--- src/rtl/rv32i_defs_pkg.sv ---
// Shared rv32i definitions used by the data-memory arbiter: arbitration FSM
// states, response owner encoding, the request bundle and starvation helper.
package rv32i_defs_pkg;

    localparam int unsigned XLEN     = 32;
    localparam int unsigned MASK_W   = 3;
    localparam int unsigned STARVE_W = 4;

    // Which requester holds the memory port in the current cycle.
    typedef enum logic [1:0] {
        ST_IDLE    = 2'd0,
        ST_OWN_CPU = 2'd1,
        ST_OWN_DBG = 2'd2
    } arb_state_e;

    // Owner of an in-flight load response.
    typedef enum logic {
        OWNER_CPU = 1'b0,
        OWNER_DBG = 1'b1
    } owner_e;

    // One requester's view of a memory access.
    typedef struct packed {
        logic              we;
        logic [XLEN-1:0]   addr;
        logic [XLEN-1:0]   wdata;
        logic [MASK_W-1:0] mask;
    } mem_req_t;

    // Next starvation count: clears when the debug port is not waiting,
    // otherwise counts up and holds at the limit.
    function automatic logic [STARVE_W-1:0] starve_next(
        input logic [STARVE_W-1:0] cnt,
        input logic [STARVE_W-1:0] limit,
        input logic                waiting
    );
        if (!waiting) begin
            return '0;
        end
        if (cnt >= limit) begin
            return limit;
        end
        return cnt + STARVE_W'(1);
    endfunction

endpackage

--- src/rtl/dmem_rsp_tracker.sv ---
// Remembers which port issued the load in flight and routes the memory's
// one-cycle-late read data back to that port only.
module dmem_rsp_tracker
    import rv32i_defs_pkg::*;
(
    input  logic            clk_i,
    input  logic            rst_ni,
    input  logic            load_issue_i,
    input  owner_e          load_owner_i,
    input  logic [XLEN-1:0] mem_rdata_i,
    output logic            cpu_rvalid_o,
    output logic [XLEN-1:0] cpu_rdata_o,
    output logic            dbg_rvalid_o,
    output logic [XLEN-1:0] dbg_rdata_o
);

    logic   resp_valid_q, resp_valid_d;
    owner_e resp_owner_q, resp_owner_d;

    assign resp_valid_d = load_issue_i;
    assign resp_owner_d = load_owner_i;

    // Capture the load issued this cycle; reset drops any pending response.
    always_ff @(posedge clk_i or negedge rst_ni) begin
        // NOTE: sequential state uses non-blocking assignments so every flop samples pre-edge values.
        if (!rst_ni) begin
            resp_valid_q <= 1'b0;
            resp_owner_q <= OWNER_CPU;
        end else begin
            resp_valid_q <= resp_valid_d;
            resp_owner_q <= resp_owner_d;
        end
    end

    assign cpu_rvalid_o = resp_valid_q && (resp_owner_q == OWNER_CPU);
    assign dbg_rvalid_o = resp_valid_q && (resp_owner_q == OWNER_DBG);

    // The port that does not own the response sees zero data.
    assign cpu_rdata_o = cpu_rvalid_o ? mem_rdata_i : '0;
    assign dbg_rdata_o = dbg_rvalid_o ? mem_rdata_i : '0;

endmodule

--- src/rtl/dmem_arbiter.sv ---
// Two-port data-memory arbiter: the CPU wins by default, the debug port is
// force-granted after STARVE_LIMIT (1..15) consecutive stalled cycles. Grants
// are combinational; load data returns one cycle later to the issuing port.
module dmem_arbiter
    import rv32i_defs_pkg::*;
#(
    parameter int unsigned STARVE_LIMIT = 4
) (
    input  logic              clk_i,
    input  logic              rst_ni,

    input  logic              cpu_req_i,
    input  logic              cpu_we_i,
    input  logic [XLEN-1:0]   cpu_addr_i,
    input  logic [XLEN-1:0]   cpu_wdata_i,
    input  logic [MASK_W-1:0] cpu_mask_i,
    output logic              cpu_gnt_o,
    output logic              cpu_rvalid_o,
    output logic [XLEN-1:0]   cpu_rdata_o,

    input  logic              dbg_req_i,
    input  logic              dbg_we_i,
    input  logic [XLEN-1:0]   dbg_addr_i,
    input  logic [XLEN-1:0]   dbg_wdata_i,
    input  logic [MASK_W-1:0] dbg_mask_i,
    output logic              dbg_gnt_o,
    output logic              dbg_rvalid_o,
    output logic [XLEN-1:0]   dbg_rdata_o,

    output logic [XLEN-1:0]   mem_addr_o,
    output logic [XLEN-1:0]   mem_wdata_o,
    output logic [MASK_W-1:0] mem_mask_o,
    output logic              mem_we_o,
    output logic              mem_re_o,
    input  logic [XLEN-1:0]   mem_rdata_i
);

    localparam logic [STARVE_W-1:0] LIMIT = STARVE_W'(STARVE_LIMIT);

    arb_state_e          state_q, state_d;
    logic [STARVE_W-1:0] starve_cnt_q, starve_cnt_d;
    logic                grant_en_q;

    logic     cpu_gnt, dbg_gnt, any_gnt;
    mem_req_t cpu_req_s, dbg_req_s, sel_req;
    owner_e   sel_owner;

    assign cpu_req_s = '{we: cpu_we_i, addr: cpu_addr_i, wdata: cpu_wdata_i, mask: cpu_mask_i};
    assign dbg_req_s = '{we: dbg_we_i, addr: dbg_addr_i, wdata: dbg_wdata_i, mask: dbg_mask_i};

    // Priority arbitration: debug wins only when the CPU is idle or debug has starved.
    always_comb begin
        // NOTE: every signal gets a default before any branch, so no path holds a value and no latch is inferred.
        dbg_gnt = 1'b0;
        cpu_gnt = 1'b0;
        if (grant_en_q && dbg_req_i && (!cpu_req_i || (starve_cnt_q == LIMIT))) begin
            dbg_gnt = 1'b1;
        end
        if (grant_en_q && cpu_req_i && !dbg_gnt) begin
            cpu_gnt = 1'b1;
        end
    end

    assign any_gnt   = cpu_gnt | dbg_gnt;
    assign cpu_gnt_o = cpu_gnt;
    assign dbg_gnt_o = dbg_gnt;

    // Route the winning request onto the shared memory port; all-zero when idle.
    always_comb begin
        sel_req   = '0;
        sel_owner = OWNER_CPU;
        if (cpu_gnt) begin
            sel_req = cpu_req_s;
        end else if (dbg_gnt) begin
            sel_req   = dbg_req_s;
            sel_owner = OWNER_DBG;
        end
    end

    assign mem_addr_o  = sel_req.addr;
    assign mem_wdata_o = sel_req.wdata;
    assign mem_mask_o  = sel_req.mask;
    assign mem_re_o    = any_gnt & ~sel_req.we;
    assign mem_we_o    = any_gnt &  sel_req.we;

    // Next owner record and starvation count.
    always_comb begin
        state_d = ST_IDLE;
        if (cpu_gnt) begin
            state_d = ST_OWN_CPU;
        end else if (dbg_gnt) begin
            state_d = ST_OWN_DBG;
        end
        starve_cnt_d = starve_next(starve_cnt_q, LIMIT, dbg_req_i & ~dbg_gnt);
    end

    // Arbitration state; grants stay off until the first edge after reset release.
    always_ff @(posedge clk_i or negedge rst_ni) begin
        if (!rst_ni) begin
            state_q      <= ST_IDLE;
            starve_cnt_q <= '0;
            grant_en_q   <= 1'b0;
        end else begin
            state_q      <= state_d;
            starve_cnt_q <= starve_cnt_d;
            grant_en_q   <= 1'b1;
        end
    end

    dmem_rsp_tracker u_rsp_tracker (
        .clk_i        (clk_i),
        .rst_ni       (rst_ni),
        .load_issue_i (mem_re_o),
        .load_owner_i (sel_owner),
        .mem_rdata_i  (mem_rdata_i),
        .cpu_rvalid_o (cpu_rvalid_o),
        .cpu_rdata_o  (cpu_rdata_o),
        .dbg_rvalid_o (dbg_rvalid_o),
        .dbg_rdata_o  (dbg_rdata_o)
    );

    // A response must return to the port the FSM recorded as owner last cycle.
    a_cpu_rsp_owner: assert property (@(posedge clk_i) disable iff (!rst_ni)
        cpu_rvalid_o |-> (state_q == ST_OWN_CPU));
    a_dbg_rsp_owner: assert property (@(posedge clk_i) disable iff (!rst_ni)
        dbg_rvalid_o |-> (state_q == ST_OWN_DBG));
    a_one_grant: assert property (@(posedge clk_i) disable iff (!rst_ni)
        !(cpu_gnt && dbg_gnt));

endmodule

--- config.mk ---
export PLATFORM = sky130hd
export DESIGN_NAME = dmem_arbiter
export DESIGN_NICKNAME = d
export VERILOG_FILES = /design/src/rtl/rv32i_defs_pkg.sv /design/src/rtl/dmem_rsp_tracker.sv /design/src/rtl/dmem_arbiter.sv
export SDC_FILE = /design/constraint.sdc
export NUM_CORES = 1
export LEC_CHECK = 0
export ABC_AREA = 1
export ABC_CLOCK_PERIOD_IN_PS = 1400
export BUFFER_PORTS_ARGS = -buffer_cell sky130_fd_sc_hd__clkbuf_2
export CORE_AREA = 4 4 117 119
export CTS_CLUSTER_SIZE = 30
export DETAILED_ROUTE_END_ITERATION = 16
export DIE_AREA = 0 0 121 123
export PLACE_DENSITY_LB_ADDON = 0.08
export SLEW_MARGIN = 5
export SYNTH_ARGS = -nofsm -noshare
export SYNTH_HDL_FRONTEND = slang
export SYNTH_SLANG_ARGS = --single-unit
export TNS_END_PERCENT = 50
--- constraint.sdc ---
create_clock -name clk_i -period 1.4 [get_ports clk_i]
set_clock_uncertainty 0.1 [all_clocks]
set_input_delay 0.07 -clock clk_i [delete_from_list [all_inputs] [get_ports clk_i]]
set_output_delay 0.07 -clock clk_i [all_outputs]
set_load 0.01 [all_outputs]
==> results.sh, run 1 <==
export IMPL_status="finished with violations"
export IMPL_violations="negative setup slack"
export IMPL_antenna_found_initial=0
export IMPL_cts_root_buf="clkbuf_16"
export IMPL_seq_area_um2=175.2
export IMPL_rsz0062_at_grt="yes"
export IMPL_worst_path_buf_inv=5
export IMPL_yosysSeqAreaShare_pct=11.10
export IMPL_synth_area_mm2=0.001578
export IMPL_drc=0
export IMPL_worstSkewPairLatency_ps=230
export IMPL_fmaxAchievable_ghz=0.5251
export IMPL_power_frac_clock_pct=26.9
export IMPL_postRouteAntennaNets=0
export IMPL_rows=41
export IMPL_multi_input_area_mm2=0.001343
export IMPL_gp_congestion=0.7663
export IMPL_nNetsFinal=849
export IMPL_critical_path_endpoint_type="primary output"
export IMPL_final_common_cell="clkbuf_2"
export IMPL_grt_pass1_vias=3033
export IMPL_p_leak_uw=0.002698
export IMPL_antenna_cells=0
export IMPL_cts_path_max_buffers=2
export IMPL_switching_share_pct=37.41
export IMPL_rrSetupSlack_ps=-130
export IMPL_cp_slowest_cell="dfrtp_1"
export IMPL_port_buffers=308
export IMPL_htreeDepth=1
export IMPL_fin_crit_sh_pct=136.0
export IMPL_arrival_ps=1730
export IMPL_wl_per_cell_um=12.29
export IMPL_slew_violations=0
export IMPL_start_util_pct=12.55
export IMPL_cts_tree="built"
export IMPL_n_fill_cell=1440
export IMPL_clkTransAtPathRegs_ps=40
export IMPL_area_growth_synth_to_final_pct=151.5
export IMPL_crit_type="flip-flop to primary output"
export IMPL_dpl_hpwl_um=8620
export IMPL_crit_required_ps=1230
export IMPL_vias=3186
export IMPL_wl_um=10400
export IMPL_slowest_delay_ps=370
export IMPL_layout_common_cells="clkbuf_2 (253), nand2_1 (150), nor2_1 (64)"
export IMPL_dp_cells=831
export IMPL_peakVddDrop_mv=0.4393
export IMPL_synthesis_nets=533
export IMPL_drt_initial_drc_count=93
export IMPL_yosys_warnings=0
export IMPL_layout_drive_gt1_share_pct=60.53
export IMPL_min_period_ps=1904
export IMPL_postSynthAreaPerCell_um2=4.395
export IMPL_pwr_share_comb_pct=60.8
export IMPL_fp_coreArea_mm2=0.01257
export IMPL_top_level_ports=309
export IMPL_ys_seq_elements=7
export IMPL_grt_max_degree=34
export IMPL_track_usage_pct=12.22
export IMPL_synth_cell_types=16
export IMPL_pwr_share_seq_pct=12.3
export IMPL_critPathLaunchType="flip-flop"
export IMPL_crit_family="buffers and inverters"
export IMPL_cts_made_buffers=3
export IMPL_layout_cells_non_filler=846
export IMPL_p_total_uw=1809
export IMPL_crit_path_max_fanout=2
export IMPL_overflow=0
export IMPL_hold_violations=0
export IMPL_drtPass1Iterations=7
export IMPL_hp_class="input port to flip-flop"
export IMPL_syn_inst=359
export IMPL_fin_ws_ps=-504.4
export IMPL_post_route_util_pct=31.57
export IMPL_p_int_uw=1132
export IMPL_via_per_inst=3.766
export IMPL_power_density_mw_per_mm2=455.9
export IMPL_drv_cap=0
export IMPL_fp_dieH_um=123
export IMPL_die_area_mm2=0.01488
export IMPL_grt_pass1_wl_um=14660
export IMPL_setup_violations=94
export IMPL_die_w_um=121
export IMPL_cp_cell_sequence="inv_1, ha_2, nand3_4, nand2_2, nand2_2, buf_4, buf_4, nand3_2, nand2_2, buf_4, buf_6"
export IMPL_p_sw_uw=676.6
export IMPL_hold_ws_ps=20.57
export IMPL_cts_sinks=7
[sequential cells by signal (all words and copies together), names as in the netlist]
name / cells
u_rsp_tracker.resp_owner_q: 1
grant_en_q: 1
starve_cnt_q: 4
u_rsp_tracker.resp_valid_q: 1
[worst paths after layout]
check,start,to,depth (start not counted)
worst max-delay path,starve_cnt_q[1],mem_we_o,11
worst max register to register,starve_cnt_q[1],u_rsp_tracker.resp_valid_q,10
worst min-delay path,dbg_req_i,starve_cnt_q[1],3
worst min register to register,starve_cnt_q[3],starve_cnt_q[1],3
max in group asynchronous,rst_ni,starve_cnt_q[0],2
min in group asynchronous,rst_ni,u_rsp_tracker.resp_valid_q,2
[layer usage]
layer / up-vias / wire [µm] / track usage, % / part of all wire, %
li1: 1647 / - / - / -
met1: 1385 / 3269 / 11.37 / 31
met2: 150 / 6173 / 26.68 / 59
met3: 4 / 899 / 3.660 / 8.6
met4: 0 / 59 / 0.6374 / 0.57
met5: - / 0 / 0 / 0
[per-stage QoR]
step                setup TNS, ps  instance area, µm²  setup slack [ps]
floorplan                   -1697                1638            -52.40
global placement           -12900                3415            -241.1
detailed placement         -13710                3415            -240.6
CTS                        -32340                3861            -477.7
global route               -42900                3968            -592.2
finish                     -32160                3968            -504.4
[power by group through the flow]
stage	clock (µW)	sequential (µW)	combinational, µW
6_report	487	222	1100
3_5_place_dp	0	224	948
2_1_floorplan	0	223	416
4_1_cts	494	221	1090
5_1_grt	507	224	1220
3_3_place_gp	0	224	952
[synth_stat cells]
master    number  area share (%)
a21oi_4        1             1.0
buf_2          8             2.5
buf_4          2            0.95
buf_6          3             2.1
clkbuf_1       7             1.7
conb_1         2            0.48
dfrtp_1        7              11
ha_1           2             1.6
inv_1         40             9.5
inv_2          2            0.48
nand2_1      210              50
nand2_2        1            0.40
nand3_1        1            0.32
nand3_2        1            0.63
nor2_1        71              17
nor3_1         1            0.32
[cell type report]
cell class              instances  area share [%]
multi-input cells             290           33.84
clock buffers                   4           1.987
flip-flops and latches          7           4.415
well taps                     172           5.424
inverters                      42           4.289
repair buffers                331           50.05
[cells by family after synthesis]
family                   Yosys count  share of synthesized area [%]
buffers and inverters             62                          17.29
other                              2                         0.4760
flip-flops                         7                          11.10
AND/OR/NAND/NOR                  285                          68.52
AO/OA/AOI/OAI                      1                          1.031
adder cells (fa/ha/maj)            2                          1.586
[tightest hold or removal path, delay by kind of cell]
family,cells,cell delay [ps]
and+or+nand+nor,2,130
buffers and inverters,1,100
[repair_timing]
| item | 4_1_cts | 5_1_grt |
|---|---|---|
| setup endpoints to repair | 99 | 104 |
| pin swaps | 2 | 8 |
| hold endpoints to repair | 7 | 0 |
| setup buffers | 7 | 2 |
| gates resized for setup | 46 | 99 |
| hold buffers | 1 | 0 |
| gates cloned | 5 | 1 |
Power figures use the tool's default switching activity.
==> run 2, diff against run 1 <==
Settings changed: ABC_AREA 1 to not set, ABC_CLOCK_PERIOD_IN_PS 1400 to 2050.
Clock period 1.4 ns to 2.05 ns, I/O delays scaled along.
==> results.sh, run 2 <==
export IMPL_status="finished, final reports clean"
export IMPL_async_flop_share_pct=100.0
export IMPL_drc=0
export IMPL_crit_path_max_fanout=9
export IMPL_die_w_um=121
export IMPL_hp_class="input port to flip-flop"
export IMPL_yosys_warnings=0
export IMPL_worstSetupStartpoint="starve_cnt_q[1]"
export IMPL_rrSetupSlack_ps=450
export IMPL_postSynthAreaPerCell_um2=8.238
export IMPL_dp_slack_ps=189.6
export IMPL_grt_pass1_wl_um=13700
export IMPL_fp_dieH_um=123
export IMPL_dpl_hpwl_um=8416
export IMPL_yosys_area_top_type="a22o_1"
export IMPL_antenna_found_initial=0
export IMPL_htreeDepth=1
export IMPL_synthMostInstantiatedCell="a22o_1"
export IMPL_cts_path_max_buffers=2
export IMPL_top_level_ports=309
export IMPL_area_growth_synth_to_final_pct=127.5
export IMPL_layout_drive_gt1_share_pct=68.23
export IMPL_grt_max_degree=71
export IMPL_ys_flop_type="dfrtp_1"
export IMPL_synth_area_leaders="a22o_1 (40%), and2_1 (14%), and3_1 (13%), dfrtp_1 (11%), buf_6 (10%)"
export IMPL_synth_cell_types=19
export IMPL_antenna_cells=0
export IMPL_min_path_cells=3
export IMPL_critPathLaunchType="flip-flop"
export IMPL_start_util_pct=12.13
export IMPL_fin_ws_ps=69.30
export IMPL_synth_area_mm2=0.001524
export IMPL_fin_crit_sh_pct=96.62
export IMPL_layout_common_cells="clkbuf_2 (308), a22o_1 (68), and2_1 (33)"
export IMPL_port_buffers=308
export IMPL_arrival_ps=1780
export IMPL_netlist_top_cells_count="a22o_1 (69), and2_1 (33), and3_1 (32)"
export IMPL_slew_violations=0
export IMPL_postRouteAntennaNets=0
export IMPL_final_common_cell="clkbuf_2"
export IMPL_crit_type="flip-flop to primary output"
export IMPL_synth_top_area_share_pct=39.66
export IMPL_worstSkewPairLatency_ps=230
export IMPL_min_period_ps=1981
export IMPL_track_usage_pct=11.47
export IMPL_grt_pass1_vias=2531
export IMPL_r2r_start="starve_cnt_q[1]"
export IMPL_vias=2682
export IMPL_drt_initial_drc_count=75
export IMPL_syn_inst=185
export IMPL_die_area_mm2=0.01488
export IMPL_ys_seq_elements=7
export IMPL_cts_sinks=7
export IMPL_clkTransAtPathRegs_ps=30
export IMPL_r2r_cells=6
export IMPL_cts_made_buffers=3
export IMPL_synthesis_nets=359
export IMPL_cts_root_buf="clkbuf_16"
export IMPL_critical_path_endpoint_type="primary output"
export IMPL_nNetsFinal=666
export IMPL_p_leak_uw=0.002226
export IMPL_setup_violations=0
export IMPL_fp_coreArea_mm2=0.01257
export IMPL_wl_um=10970
export IMPL_synth_edf_count=0
export IMPL_overflow=0
export IMPL_peakVddDrop_mv=0.2386
export IMPL_rows=41
export IMPL_rsz0062_at_grt="no"
export IMPL_hp_start="dbg_req_i"
export IMPL_final_setup_tns_ps=0
export IMPL_yosysSeqAreaShare_pct=11.49
export IMPL_largest_reg_flops=4
export IMPL_gp_congestion=0.7828
export IMPL_hold_violations=0
export IMPL_drtPass1Iterations=4
export IMPL_drv_cap=0
export IMPL_wl_per_cell_um=16.54
export IMPL_regMostFlops="starve_cnt_q"
export IMPL_crit_required_ps=1850
export IMPL_fmaxAchievable_ghz=0.5049
export IMPL_power_density_mw_per_mm2=323.5
export IMPL_n_fill_cell=1378
export IMPL_via_per_inst=4.045
export IMPL_cts_tree="built"
export IMPL_hold_ws_ps=48.66
==> run 2: critical path, cell delays in order (launching register included) <==
cell and delay (ps):
dfrtp_1 380, inv_2 80, ha_4 140, nand3b_4 90, o211a_4 340, buf_12 160, a22o_4 230, clkbuf_2 130
==> run 2: area by class of cell <==
cell class / count / area, µm² / share of cell area [%]
tap: 172 / 215.2 / 6.207
sequential: 7 / 175.2 / 5.052
clock buffer: 4 / 78.83 / 2.274
timing repair buffer: 326 / 1819 / 52.47
inverter: 5 / 18.77 / 0.5413
multi-input combinational: 149 / 1160 / 33.45
==> run 2: path summary, 6_finish.rpt <==
check | endpoint
hold reg to reg | starve_cnt_q[0]
setup reg to reg | u_rsp_tracker.resp_valid_q
max in group asynchronous | starve_cnt_q[0]
setup / recovery | mem_wdata_o[28]
hold / removal | starve_cnt_q[1]
min in group asynchronous | u_rsp_tracker.resp_valid_q
==> run 2: repair_timing <==
| action | in CTS | in global routing |
|---|---|---|
| hold buffers | 1 | 0 |
| endpoints found under the hold margin | 7 | 0 |
| setup endpoints to repair | 4 | 69 |
| pin swaps | 0 | 3 |
| gates resized for setup | 2 | 5 |
| gates cloned | 0 | 8 |
| setup buffers | 0 | 3 |
==> run 2: cell families after synthesis <==
| kind of cell | after synthesis | share of synthesized area, % |
|---|---|---|
| simple gates | 74 | 30.71 |
| compound gates | 71 | 41.38 |
| buf+inv | 29 | 14.29 |
| flops | 7 | 11.49 |
| fa+ha+maj | 2 | 1.642 |
| other cells | 2 | 0.4928 |
==> run 2: power by group <==
group | switching (µW) | total, µW | internal, µW
logic | 306 | 641 | 336
clock network | 69.6 | 328 | 258
registers | 6.06 | 152 | 146
total | 381 | 1120 | 740
==> run 2: per-stage QoR <==
stage | total power, µW | instance area (µm²) | cells | utilization, %
after CTS | 1086 | 3252 | 652 | 25.87
after global placement | 742.4 | 3152 | 647 | 25.08
final | 1122 | 3467 | 663 | 27.59
after detailed placement | 742.6 | 3152 | 647 | 25.08
after global routing | 1206 | 3467 | 663 | 27.59
after floorplan | 428.4 | 1524 | 185 | -
==> run 2: layer usage <==
layer  part of all wire, %  vias up  global-route usage [%]
li1                      -     1321                       -
met1                    33     1192                   10.76
met2                    56      167                   24.07
met3                    10        2                   4.300
met4                  0.29        0                   1.062
met5                     0        -                       0
==> run 3, diff against run 2 <==
Settings changed: RECOVER_POWER set to 25.
==> results.sh, run 3 (same netlist as run 2, synthesis figures left out) <==
export IMPL_cp_cell_sequence="inv_2, ha_4, nand3b_4, o211a_4, buf_12, a22o_4, clkbuf_2"
export IMPL_p_sw_uw=381.4
export IMPL_drt_initial_drc_count=80
export IMPL_top_level_ports=309
export IMPL_gp_congestion=0.7828
export IMPL_antenna_cells=0
export IMPL_crit_type="flip-flop to primary output"
export IMPL_largest_reg_flops=4
export IMPL_p_int_uw=737.9
export IMPL_fin_crit_sh_pct=96.60
export IMPL_layout_cells_non_filler=663
export IMPL_crit_family="compound AO/OA/AOI/OAI gates"
export IMPL_clkTransAtPathRegs_ps=30
export IMPL_cts_path_max_buffers=2
export IMPL_grt_pass1_wl_um=13700
export IMPL_hold_ws_ps=48.45
export IMPL_n_fill_cell=1401
export IMPL_worst_path_buf_inv=3
export IMPL_pwr_share_comb_pct=57.1
export IMPL_port_buffers=308
export IMPL_grt_use_met2_pct=24.07
export IMPL_grt_max_degree=71
export IMPL_wl_per_cell_um=16.62
export IMPL_switching_share_pct=34.07
export IMPL_met3_usage_pct=4.300
export IMPL_drv_cap=0
export IMPL_p_leak_uw=0.002129
export IMPL_worstSkewPairLatency_ps=230
export IMPL_fp_coreArea_mm2=0.01257
export IMPL_hp_class="input port to flip-flop"
export IMPL_wl_um=11020
export IMPL_layout_drive_gt1_share_pct=62.53
export IMPL_grt_pass1_vias=2531
export IMPL_drc=0
export IMPL_crit_path_max_fanout=9
export IMPL_grt_busiest_layer="met2"
export IMPL_cts_tree="built"
export IMPL_postRouteAntennaNets=0
export IMPL_vias=2692
export IMPL_status="finished, final reports clean"
export IMPL_drtPass1Iterations=4
export IMPL_dp_cells=647
export IMPL_die_area_mm2=0.01488
export IMPL_hold_violations=0
export IMPL_rsz0062_at_grt="no"
export IMPL_power_frac_clock_pct=29.3
export IMPL_rows=41
export IMPL_fin_ws_ps=69.64
export IMPL_fmaxAchievable_ghz=0.5050
export IMPL_via_per_inst=4.060
export IMPL_fp_dieH_um=123
export IMPL_crit_required_ps=1850
export IMPL_cts_sinks=7
export IMPL_slowest_delay_ps=380
export IMPL_power_density_mw_per_mm2=326.4
export IMPL_die_w_um=121
export IMPL_final_common_cell="clkbuf_2"
export IMPL_regMostFlops="starve_cnt_q"
export IMPL_track_usage_pct=11.47
export IMPL_arrival_ps=1780
export IMPL_slew_violations=0
export IMPL_antenna_found_initial=0
export IMPL_start_util_pct=12.13
export IMPL_peakVddDrop_mv=0.2387
export IMPL_critical_path_endpoint_type="primary output"
export IMPL_nNetsFinal=666
export IMPL_dpl_hpwl_um=8416
export IMPL_pwr_share_seq_pct=13.6
export IMPL_cp_slowest_cell="dfrtp_1"
export IMPL_dp_slack_ps=189.6
export IMPL_min_period_ps=1980
export IMPL_setup_violations=0
export IMPL_htreeDepth=1
export IMPL_grt_util_met1_pct=10.76
export IMPL_cts_made_buffers=3
export IMPL_overflow=0
export IMPL_critPathLaunchType="flip-flop"
export IMPL_cts_root_buf="clkbuf_16"
export IMPL_area_growth_synth_to_final_pct=125.0
export IMPL_layout_common_cells="clkbuf_2 (281), a22o_1 (68), and2_1 (33)"
==> run 3: cell types whose count changed in the layout (fill, tap and decap cells not counted) <==
cell / delta
buf_4: -1
clkbuf_1: +28
clkbuf_2: -27
==> run 3: layer usage <==
metal	share of wire [%]	vias up
met5	0	-
met4	0.29	0
met3	11	2
met2	56	167
met1	33	1202
li1	-	1321
==> run 3: worst paths after layout <==
check	startpoint	to	slack (ps)	cells after the start
worst max-delay path	starve_cnt_q[1]	mem_wdata_o[28]	70	7
worst min-delay path	dbg_req_i	starve_cnt_q[1]	50	3
worst max register to register	starve_cnt_q[1]	u_rsp_tracker.resp_valid_q	450	6
worst min register to register	starve_cnt_q[0]	starve_cnt_q[0]	450	2
max in group asynchronous	rst_ni	starve_cnt_q[0]	1330	2
min in group asynchronous	rst_ni	u_rsp_tracker.resp_valid_q	240	2
==> run 3: per-stage QoR <==
stage          cell area, µm²  TNS, ps  total power, µW  util (%)
3_3_place_gp             3152        0            742.4     25.08
6_report                 3430        0             1119     27.29
3_5_place_dp             3152        0            742.6     25.08
4_1_cts                  3252   -52.68             1086     25.87
5_1_grt                  3430        0             1203     27.29
2_1_floorplan            1524        0            428.4         -
==> run 3: what timing repair did <==
item / 4_1_cts / 5_1_grt
buffers inserted: 0 / 3
setup endpoints to repair: 4 / 69
pin swaps: 0 / 3
hold buffers: 1 / 0
gates resized for setup: 2 / 5
endpoints found under the hold margin: 7 / 0
gates cloned: 0 / 8
==> run 3: layout make-up <==
type | instances | area, µm² | share of cell area [%]
clock buffer | 4 | 78.83 | 2.298
sequential | 7 | 175.2 | 5.108
inverter | 5 | 18.77 | 0.5472
tap | 172 | 215.2 | 6.275
multi-input combinational | 149 | 1160 | 33.82
timing repair buffer | 326 | 1782 | 51.95
==> run 3: power groups by stage <==
stage               logic [µW]  clock network [µW]  registers [µW]
global route               698                 352             153
global placement           589                   0             154
finish                     639                 328             152
floorplan                  275                   0             154
detailed placement         589                   0             154
CTS                        594                 340             152
==> run 3: tightest hold or removal path, stage by stage <==
cell and delay [ps]:
clkbuf_2 100, nand3_1 90, nor2_1 40
